--- src/rtl/regsel_encoder_5bits.sv ---
// Serialises a 32-bit register-select bitmap into 5-bit indices, lowest first,
// one per valid/ready handshake. Every output comes straight from a register.
module regsel_encoder_5bits #(
  parameter int N_SEL = 32,
  parameter int IDX_W = 5
) (
  input  logic             clock,
  input  logic             ctrl_reset_n,
  input  logic             in_valid,
  output logic             in_ready,
  input  logic [N_SEL-1:0] in_bits,
  output logic             out_valid,
  input  logic             out_ready,
  output logic [IDX_W-1:0] out_idx,
  output logic             out_last,
  output logic [IDX_W:0]   pending_cnt,
  input  logic             abort,
  output logic             zero_drop
);

  typedef enum logic {S_IDLE, S_EMIT} state_t;

  state_t             state_q, state_d;
  logic [N_SEL-1:0]   pend_q, pend_d;
  logic [IDX_W:0]     cnt_q, cnt_d;
  logic               in_ready_q, out_valid_q, out_last_q, zero_drop_q, zero_drop_d;
  logic [IDX_W-1:0]   out_idx_q;

  function automatic logic [IDX_W-1:0] lowest_idx(input logic [N_SEL-1:0] v);
    lowest_idx = '0;
    for (int i = N_SEL-1; i >= 0; i--)
      if (v[i]) lowest_idx = IDX_W'(i);
  endfunction

  function automatic logic [IDX_W:0] popcnt(input logic [N_SEL-1:0] v);
    popcnt = '0;
    for (int i = 0; i < N_SEL; i++)
      popcnt = popcnt + {{IDX_W{1'b0}}, v[i]};
  endfunction

  // abort outranks both handshakes; a coincident out_ready is discarded.
  always_comb begin
    state_d     = state_q;
    pend_d      = pend_q;
    cnt_d       = cnt_q;
    zero_drop_d = 1'b0;
    if (abort) begin
      state_d = S_IDLE;
      pend_d  = '0;
      cnt_d   = '0;
    end else begin
      case (state_q)
        S_IDLE: begin
          if (in_valid && in_ready_q) begin
            if (in_bits != '0) begin
              pend_d  = in_bits;
              cnt_d   = popcnt(in_bits);
              state_d = S_EMIT;
            end else begin
              zero_drop_d = 1'b1;
            end
          end
        end
        S_EMIT: begin
          if (out_ready) begin
            // clearing the lowest set bit == clearing bit out_idx_q
            pend_d = pend_q & (pend_q - N_SEL'(1));
            cnt_d  = cnt_q - (IDX_W+1)'(1);
            if (out_last_q) state_d = S_IDLE;
          end
        end
        default: state_d = S_IDLE;
      endcase
    end
  end

  always_ff @(posedge clock or negedge ctrl_reset_n) begin
    if (!ctrl_reset_n) begin
      state_q     <= S_IDLE;
      pend_q      <= '0;
      cnt_q       <= '0;
      in_ready_q  <= 1'b0;
      out_valid_q <= 1'b0;
      out_idx_q   <= '0;
      out_last_q  <= 1'b0;
      zero_drop_q <= 1'b0;
    end else begin
      state_q     <= state_d;
      pend_q      <= pend_d;
      cnt_q       <= cnt_d;
      in_ready_q  <= (state_d == S_IDLE);
      out_valid_q <= (state_d == S_EMIT);
      out_idx_q   <= lowest_idx(pend_d);
      out_last_q  <= (state_d == S_EMIT) && (cnt_d == (IDX_W+1)'(1));
      zero_drop_q <= zero_drop_d;
    end
  end

  assign in_ready    = in_ready_q;
  assign out_valid   = out_valid_q;
  assign out_idx     = out_idx_q;
  assign out_last    = out_last_q;
  assign pending_cnt = cnt_q;
  assign zero_drop   = zero_drop_q;

endmodule

--- config.mk ---
export PLATFORM = sky130hd
export DESIGN_NAME = regsel_encoder_5bits
export DESIGN_NICKNAME = d
export VERILOG_FILES = /design/src/rtl/regsel_encoder_5bits.sv
export SDC_FILE = /design/constraint.sdc
export NUM_CORES = 1
export LEC_CHECK = 0
export CORE_MARGIN = 1.5
export CORE_UTILIZATION = 35
export DETAILED_ROUTE_END_ITERATION = 16
export SYNTH_ARGS = -nofsm -noshare
export SYNTH_HDL_FRONTEND = slang
export SYNTH_SLANG_ARGS = --single-unit
export TNS_END_PERCENT = 1
--- constraint.sdc ---
create_clock -name clock -period 3.2 [get_ports clock]
set_input_delay 0.48 -clock clock [delete_from_list [all_inputs] [get_ports clock]]
set_output_delay 0.48 -clock clock [all_outputs]
set_load 0.1 [all_outputs]
# Word-level counts from Yosys, hierarchy flattened
# Cells that the tools add are included.
totals:
  reg_bits: 47
  output_inout_bits: 15
op_classes:
  n_addsub: 33
  eq_ne: 1
  n_mux: 52
  n_bitwise: 3
  reduce_logical: 3
op_table:
  columns: ["cell", "count"]
  rows:
  - ["$mux W5", 32]
  - ["$add A6 B1 Y6", 26]
  - ["$mux W32", 4]
  - ["$pmux W32 S2", 1]
  - ["$and A32 B32 Y32", 1]
  - ["$reduce_bool A32 Y1", 1]
  - ["$sub A32 B1 Y32 const B", 1]
  - ["$mux W6", 4]
  - ["$pmux W6 S2", 1]
  - ["$mux W1", 9]
  - ["$add A5 B1 Y6", 1]
  - ["$eq A6 B1 Y1 const B", 1]
  - ["$sub A6 B1 Y6 const B", 1]
  - ["$add A4 B1 Y5", 1]
  - ["$add A3 B1 Y4", 1]
  - ["$add A2 B1 Y3", 1]
  - ["$add A1 B1 Y2", 1]
  - ["$logic_and A1 B1 Y1", 2]
  - ["$not A1 Y1", 2]
  - ["$pmux W1 S2", 1]

# Depth between registers and ports, before layout
# Gate-level depths: netlist of the first run.
logic_depth:
  ltp_word: 37
  ltp_mapped: 17
  depth_no_buf: 17

# Worst setup path before layout of the first run
# OpenSTA, ideal clock, no wires.
synth_timing:
  path_type: "input-to-reg"
  start: "in in_bits[17]"
  end: "reg out_last_q, in the netlist out_last"
  setup_time_ns: 0.101
  arrival_ns: 5.050
  required_time_ns: 3.099
  slack_ns: -1.951
  stages: 16
  n_path_buf: 0
  path_cell_list: "fa_1 -> inv_1 -> fa_1 -> inv_1 -> fa_1 -> inv_1 -> fa_1 -> fa_1 -> fa_1 -> inv_1 -> ha_1 -> fa_1 -> xor2_1 -> o221a_2 -> or3_1 -> nor4_1"
synth_via:
  elab_chain_cells: 21
  elab_cells_between_ends: 26
  cone_classes: "add/sub: 15; eq/ne: 1; mux: 8; reduce/logical: 2"
synth_lines:
  columns: ["element", "line", "text"]
  rows:
  - ["from (decl)", "11", "input logic [N_SEL-1:0] in_bits,"]
  - ["$add A6 B1 Y6 (15 in series)", "38", "popcnt = popcnt + {{IDX_W{1'b0}}, v[i]};"]
  - ["$mux W6 (*)", "55", "if (in_bits != '0) begin"]
  - ["$mux W6 (*)", "54", "if (in_valid && in_ready_q) begin"]
  - ["$pmux W6 S2 (*)", "52", "case (state_q)"]
  - ["$mux W6 (*)", "47", "if (abort) begin"]
  - ["via cnt_d[2]", "25", "logic [IDX_W:0] cnt_q, cnt_d;"]
  - ["$eq A6 B1 Y1 (*)", "94", "out_last_q <= (state_d == S_EMIT) && (cnt_d == (IDX_W+1)'(1));"]
  - ["$logic_and A1 B1 Y1 (*)", "94", null]
  - ["to (signal assigned)", "94", null]
  - ["to (decl)", "26", "logic in_ready_q, out_valid_q, out_last_q, zero_drop_q, zero_drop_d;"]
# Mark *: on every way through the listed nets, which the timed path passes. The rest lies on a longest branch.

# Final worst setup path of the first run
# Ends and elaborated chain as after synthesis.

==> results of run 1 <==
==> cells in the final DEF (no fill, tap or decap), types with 6 or more instances in the layout <==
| cell | n |
|---|---|
| buf_4 | 139 |
| dfrtp_1 | 47 |
| inv_1 | 39 |
| nand2_1 | 32 |
| nor2_1 | 24 |
| fa_1 | 23 |
| clkdlybuf4s50_1 | 22 |
| a21oi_1 | 21 |
| nor3_1 | 15 |
| nand3_1 | 11 |
| mux2i_1 | 11 |
| nor4_1 | 9 |
| ha_1 | 8 |
| buf_2 | 8 |
| inv_2 | 7 |
| or2_2 | 7 |
| a21o_1 | 6 |
| clkbuf_2 | 6 |
==> logic make-up (layout without fill, tap and decap cells) <==
kind of cell,Yosys count,count (layout),synth area share (%)
compound gates,93,93,18.45
xor+xnor,8,8,1.934
fa+ha+maj,34,34,16.65
buf+inv,59,232,6.149
flops,47,47,32.47
mux,12,12,3.351
simple gates,140,140,21.00
==> sequential cells by signal, indices dropped and copies added, names as in the netlist <==
name / flops
pend_q: 32
pending_cnt: 6
out_idx: 5
in_ready: 1
out_last: 1
out_valid: 1
zero_drop: 1
==> stage by stage <==
step	cells	area, um2	total power [mW]	hold WS [ns]	setup slack [ns]
floorplan	393	3631	2.262	0.1844	-1.821
global placement	689	5165	2.880	0.5405	-2.417
detailed placement	689	5165	2.966	0.5336	-2.538
CTS	699	5293	3.505	0.4196	-1.904
global route	699	5328	3.751	0.4429	-1.848
finish	699	5328	3.485	0.3609	-1.681
==> repair_timing <==
item                       4_1_cts  5_1_grt
setup buffers                    2        0
setup endpoints to repair       12       12
pin swaps                       27       20
resized for setup               68       27
==> per-layer routing <==
metal  routed length, um  up-vias
met3                 690       21
li1                    -     1751
met4                 290        0
met5                   0        -
met1                5456     1769
met2                5604      131
==> report_power, final <==
part,switching (mW),internal [mW]
sequential,0.0531,0.665
clock,0.219,0.153
combinational,1.32,1.07
==> path summary, 6_finish.rpt <==
kind | start | endpoint | slack, ns | cells after the start
worst max-delay path | in_bits[17] | out_last$_DFF_PN0_ | -1.68 | 18
worst min-delay path | ctrl_reset_n | pending_cnt[5]$_DFF_PN0_ | 0.36 | 1
worst max register to register | pend_q[5]$_DFF_PN0_ | out_idx[2]$_DFF_PN0_ | -0.42 | 9
worst min register to register | out_last$_DFF_PN0_ | in_ready$_DFF_PN0_ | 0.55 | 2
max in group asynchronous | ctrl_reset_n | pend_q[18]$_DFF_PN0_ | 2.15 | 1
min in group clock | out_last$_DFF_PN0_ | in_ready$_DFF_PN0_ | 0.55 | 2
==> Yosys cell counts, types with 2 or more instances <==
master	number	area share (%)
fa_1	24	13
clkbuf_1	10	1.0
or3_2	2	0.41
and2_1	2	0.35
a31oi_1	4	0.69
a211oi_1	6	1.2
xor2_1	3	0.73
o21a_1	3	0.62
or3_1	3	0.52
o32ai_1	2	0.48
nand3_1	11	1.5
a41oi_1	2	0.48
dfrtp_1	47	32
or4_4	3	0.93
buf_1	2	0.21
a31o_2	2	0.48
o221a_2	3	0.93
ha_1	9	3.1
o311ai_0	4	0.97
o211ai_1	5	1.0
o2111ai_1	2	0.48
nor2_1	28	2.9
or4_1	4	0.83
a211o_1	3	0.73
a221oi_1	2	0.48
xnor2_1	5	1.2
or4_2	2	0.48
o21bai_1	3	0.62
or2_2	7	1.2
o21ai_0	10	1.4
inv_1	46	4.8
nand2_1	32	3.3
o31a_1	2	0.48
nand4_1	2	0.35
a21oi_1	24	3.3
a21o_1	6	1.2
nor3_1	18	2.5
nor4_1	13	2.2
mux2i_1	11	3.0
==> final cells by class <==
type	count	area share (%)
Multi-Input combinational cell	287	44.27
Timing Repair Buffer	178	25.69
Sequential cell	47	22.08
Inverter	46	3.241
Tap cell	133	3.124
Clock buffer	6	1.362
Clock inverter	2	0.2349
==> worst reg2reg max path, delay by kind of cell (launching register included) <==
family / cells / cell delay, ns
and+or+nand+nor: 5 / 2.14
AOI/OAI and AO/OA: 4 / 0.98
DFF: 1 / 0.39
==> impl_metrics.ini, run 1 <==
[detailed_routing]
drc = 0
antenna_left = 0
num_vias = 3672
post_drt_wl_per_cell_um = 17.23
first_pass_iters = 4
routed_wl_um = 12040
first_iter_violations = 170
vias_per_cell = 5.253

[cts]
numCtsBuffers = 5
cts_root_buf = clkbuf_8
ctsHtreeMaxLevel = 2
cts.sinks = 47
hold_buffers = 0
clk_pin_slew_ns = 0.09
cts_tree = built
cts_buffer_depth = 2
clk_latency_ns = 0.31

[worst_setup_path]
cp-start-kind = primary input
path_cells = buf_8 -> fa_1 -> inv_1 -> fa_1 -> inv_2 -> fa_1 -> inv_2 -> fa_1 -> fa_1 -> fa_1 -> inv_2 -> ha_4 -> fa_2 -> a21o_1 -> a21oi_2 -> xnor2_1 -> o221a_2 -> nor4_2
cp_slowest_cell = fa_1
path_buf_inv = 5
arrival_ns = 5.10
worstPathRequired_ns = 3.42
crit_type = in -> reg
worstPathMaxFanout = 2
crit_family = adder cells
cp-end-kind = flip-flop
slowest_delay_ns = 0.53
critPathMostFrequentCell = fa_1

[floorplan]
die_area_um2 = 10970
die_y_um = 104.7
rows = 36
dieWidth_um = 104.7
start_util_pct = 36.55
coreArea_um2 = 9910
io_pins = 52

[sta]
setup_ws_ns = -1.681
drv_slew = 0
setup_tns_ns = -9.792
fin_crit_ns = 4.881
finalSetupViolCount = 12
worstMarginPinSlew_ns = 1.104
hold_viol = 0
min_period_over_period_pct = 152.5
clock_skew_ns = 0.005122
rsz0062_at_grt = yes
fmaxAchievable_mhz = 204.9
maxSlewHeadroom_pct = 26.42

[cells_and_area]
regArea_um2 = 1176
syn2layout_area_growth_pct = 47.08
multi_input_area_um2 = 2359
fillers = 933
antennaDiodeCount = 0
final_core_utilization_pct = 53.76
nets = 635
drive_above_1_share_pct = 38.34

[global_route]
gr-usage-met3_pct = 3.182
grt_usage_pct = 22.77
grt_pass1_vias = 3772
grt_max_degree = 48
antenna_found_initial = 0
use_met1_pct = 31.08
top_usage_layer = met2
grtUsageMet2_pct = 37.30
grt_pass1_wl_um = 19420
grt_overflow = 0

[synth]
ys_warn_count = 0
synthDistinctLibCells = 65
syn_nets = 463
synth_edf_count = 0
ys_ff_latch = 47
syn_avg_cell_area_um2 = 9.217
async_reset_ff_share_pct = 100.0
netlist_instances = 393
netlist_area_um2 = 3622
ys.flop_type = dfrtp_1
yosysSeqAreaShare_pct = 32.47

[run]
drv_cap = 0

[outcome]
run_status = finished with violations
violations = negative setup slack

[place]
routabilityCongestion = 0.9008
hpwl_um = 9927
port_buffers = 51

[power]
power_leakage_nw = 2.582
power_density_nw_per_um2 = 654.2
vdd_ir_drop_max_mv = 0.5236

[worst_hold_path]
hp-class = in -> async
Power figures use the tool's default switching activity.
==> run 2: changes to the inputs <==
--- a/config.mk
+++ b/config.mk
@@ -11,4 +11,3 @@
 export SYNTH_ARGS = -nofsm -noshare
 export SYNTH_HDL_FRONTEND = slang
 export SYNTH_SLANG_ARGS = --single-unit
-export TNS_END_PERCENT = 1
==> impl_metrics.ini, run 2 (synthesized netlist as in run 1, its figures left out) <==
[outcome]
run_status = finished with violations
violations = negative setup slack

[floorplan]
start_util_pct = 36.55
coreArea_um2 = 9910
dieWidth_um = 104.7
die_y_um = 104.7
rows = 36
io_pins = 52
die_area_um2 = 10970

[worst_setup_path]
worstPathMaxFanout = 2
cp-start-kind = primary input
crit_type = in -> reg
cp-end-kind = flip-flop
arrival_ns = 5.42
worstPathRequired_ns = 3.41

[cells_and_area]
final_common_cell = buf_4
largest_reg_flops = 32
fillers = 939
final_core_utilization_pct = 55.32
syn2layout_area_growth_pct = 51.33
final_cell_mix = buf_4 (137), dfrtp_1 (45), inv_1 (41), nand2_1 (32), clkdlybuf4s50_1 (24)
largest-register = pend_q
antennaDiodeCount = 0
drive_above_1_share_pct = 40.03
nets = 641

[cts]
cts_tree = built
cts.sinks = 47
ctsHtreeMaxLevel = 2
numCtsBuffers = 5
cts_buffer_depth = 2
clk_latency_ns = 0.29
clk_pin_slew_ns = 0.09
cts_root_buf = clkbuf_8

[run]
drv_cap = 0

[sta]
finalSetupViolCount = 11
maxSlewHeadroom_pct = 35.42
clock_skew_ns = 0.009796
rsz0062_at_grt = yes
worstMarginPinSlew_ns = 0.9656
drv_slew = 0
setup_ws_ns = -2.013
fmaxAchievable_mhz = 191.8
min_period_over_period_pct = 162.9
hold_viol = 0
timing.hold.ws_ns = 0.3082
fin_crit_ns = 5.213
setup_tns_ns = -11.37

[detailed_routing]
num_vias = 3681
routed_wl_um = 12110
drc = 0
first_iter_violations = 220
post_drt_wl_per_cell_um = 17.18
vias_per_cell = 5.221
antenna_left = 0
first_pass_iters = 5

[power]
power_density_nw_per_um2 = 677.2
vdd_ir_drop_max_mv = 0.6555
total_power_mw = 3.712
power_leakage_nw = 2.626

[global_route]
grt_pass1_vias = 3760
grt_pass1_wl_um = 19020
grt_max_degree = 40
grt_usage_pct = 22.21
grt_overflow = 0
antenna_found_initial = 0

[place]
port_buffers = 51
routabilityCongestion = 0.9435
place_ws_ns = -2.544
hpwl_um = 9791

[worst_hold_path]
hp-class = in -> async
run 2: report_power, final:
| part | leakage [nW] | internal, mW | switching [mW] |
|---|---|---|---|
| logic | 1.96 | 1.24 | 1.40 |
| clock network | 0.0422 | 0.154 | 0.197 |
| registers | 0.624 | 0.666 | 0.0536 |
run 2: per-stage QoR:
| stage | area (um2) | cells |
|---|---|---|
| 2_1_floorplan | 3687 | 393 |
| 3_3_place_gp | 5206 | 686 |
| 3_5_place_dp | 5206 | 686 |
| 4_1_cts | 5386 | 700 |
| 5_1_grt | 5482 | 705 |
| 6_report | 5482 | 705 |
run 2: timing repair:
action | CTS | global route
pin swaps | 33 | 38
buffers inserted | 6 | 8
gates resized for setup | 70 | 31
hold buffers | 0 | 0
endpoints found under the setup margin | 12 | 12
run 2: metal layers:
metal	share of wire [%]	track usage, %
met2	49	37.21
met5	0	0
met3	6.0	2.932
met4	1.5	6.164
met1	44	30.08
run 2: cell type report:
type,count,area [um2],share of cell area (%)
multi-input combinational,287,2430,44.33
timing repair buffer,184,1450,26.46
sequential,47,1181,21.55
inverter,46,172.7,3.150
tap,133,166.4,3.036
clock buffer,7,76.32,1.392
clock inverter,1,5.005,0.09130
run 2: path summary, 6_finish.rpt:
kind                       slack (ns)  cells after the start                  endpoint                  from
min in group clock               0.57                      2        in_ready$_DFF_PN0_    out_last$_DFF_PN0_
hold reg to reg                  0.57                      2        in_ready$_DFF_PN0_    out_last$_DFF_PN0_
setup reg to reg                -0.35                      8      out_idx[2]$_DFF_PN0_  pend_q[12]$_DFF_PN0_
max in group asynchronous        2.19                      2      pend_q[23]$_DFF_PN0_          ctrl_reset_n
hold / removal                   0.31                      1  pending_cnt[4]$_DFF_PN0_          ctrl_reset_n
setup / recovery                -2.01                     19        out_last$_DFF_PN0_           in_bits[17]
run 2: worst max-delay path, stage by stage:
cell and delay (ns):
buf_8 0.10, fa_1 0.57, inv_1 0.06, fa_1 0.50, inv_1 0.05, fa_1 0.50
inv_2 0.04, fa_1 0.53, fa_1 0.43, fa_1 0.51, inv_2 0.05, ha_4 0.15
fa_2 0.37, buf_6 0.13, a21o_1 0.15, a21oi_2 0.14, xnor2_1 0.11, o221a_2 0.29
nor4_2 0.25
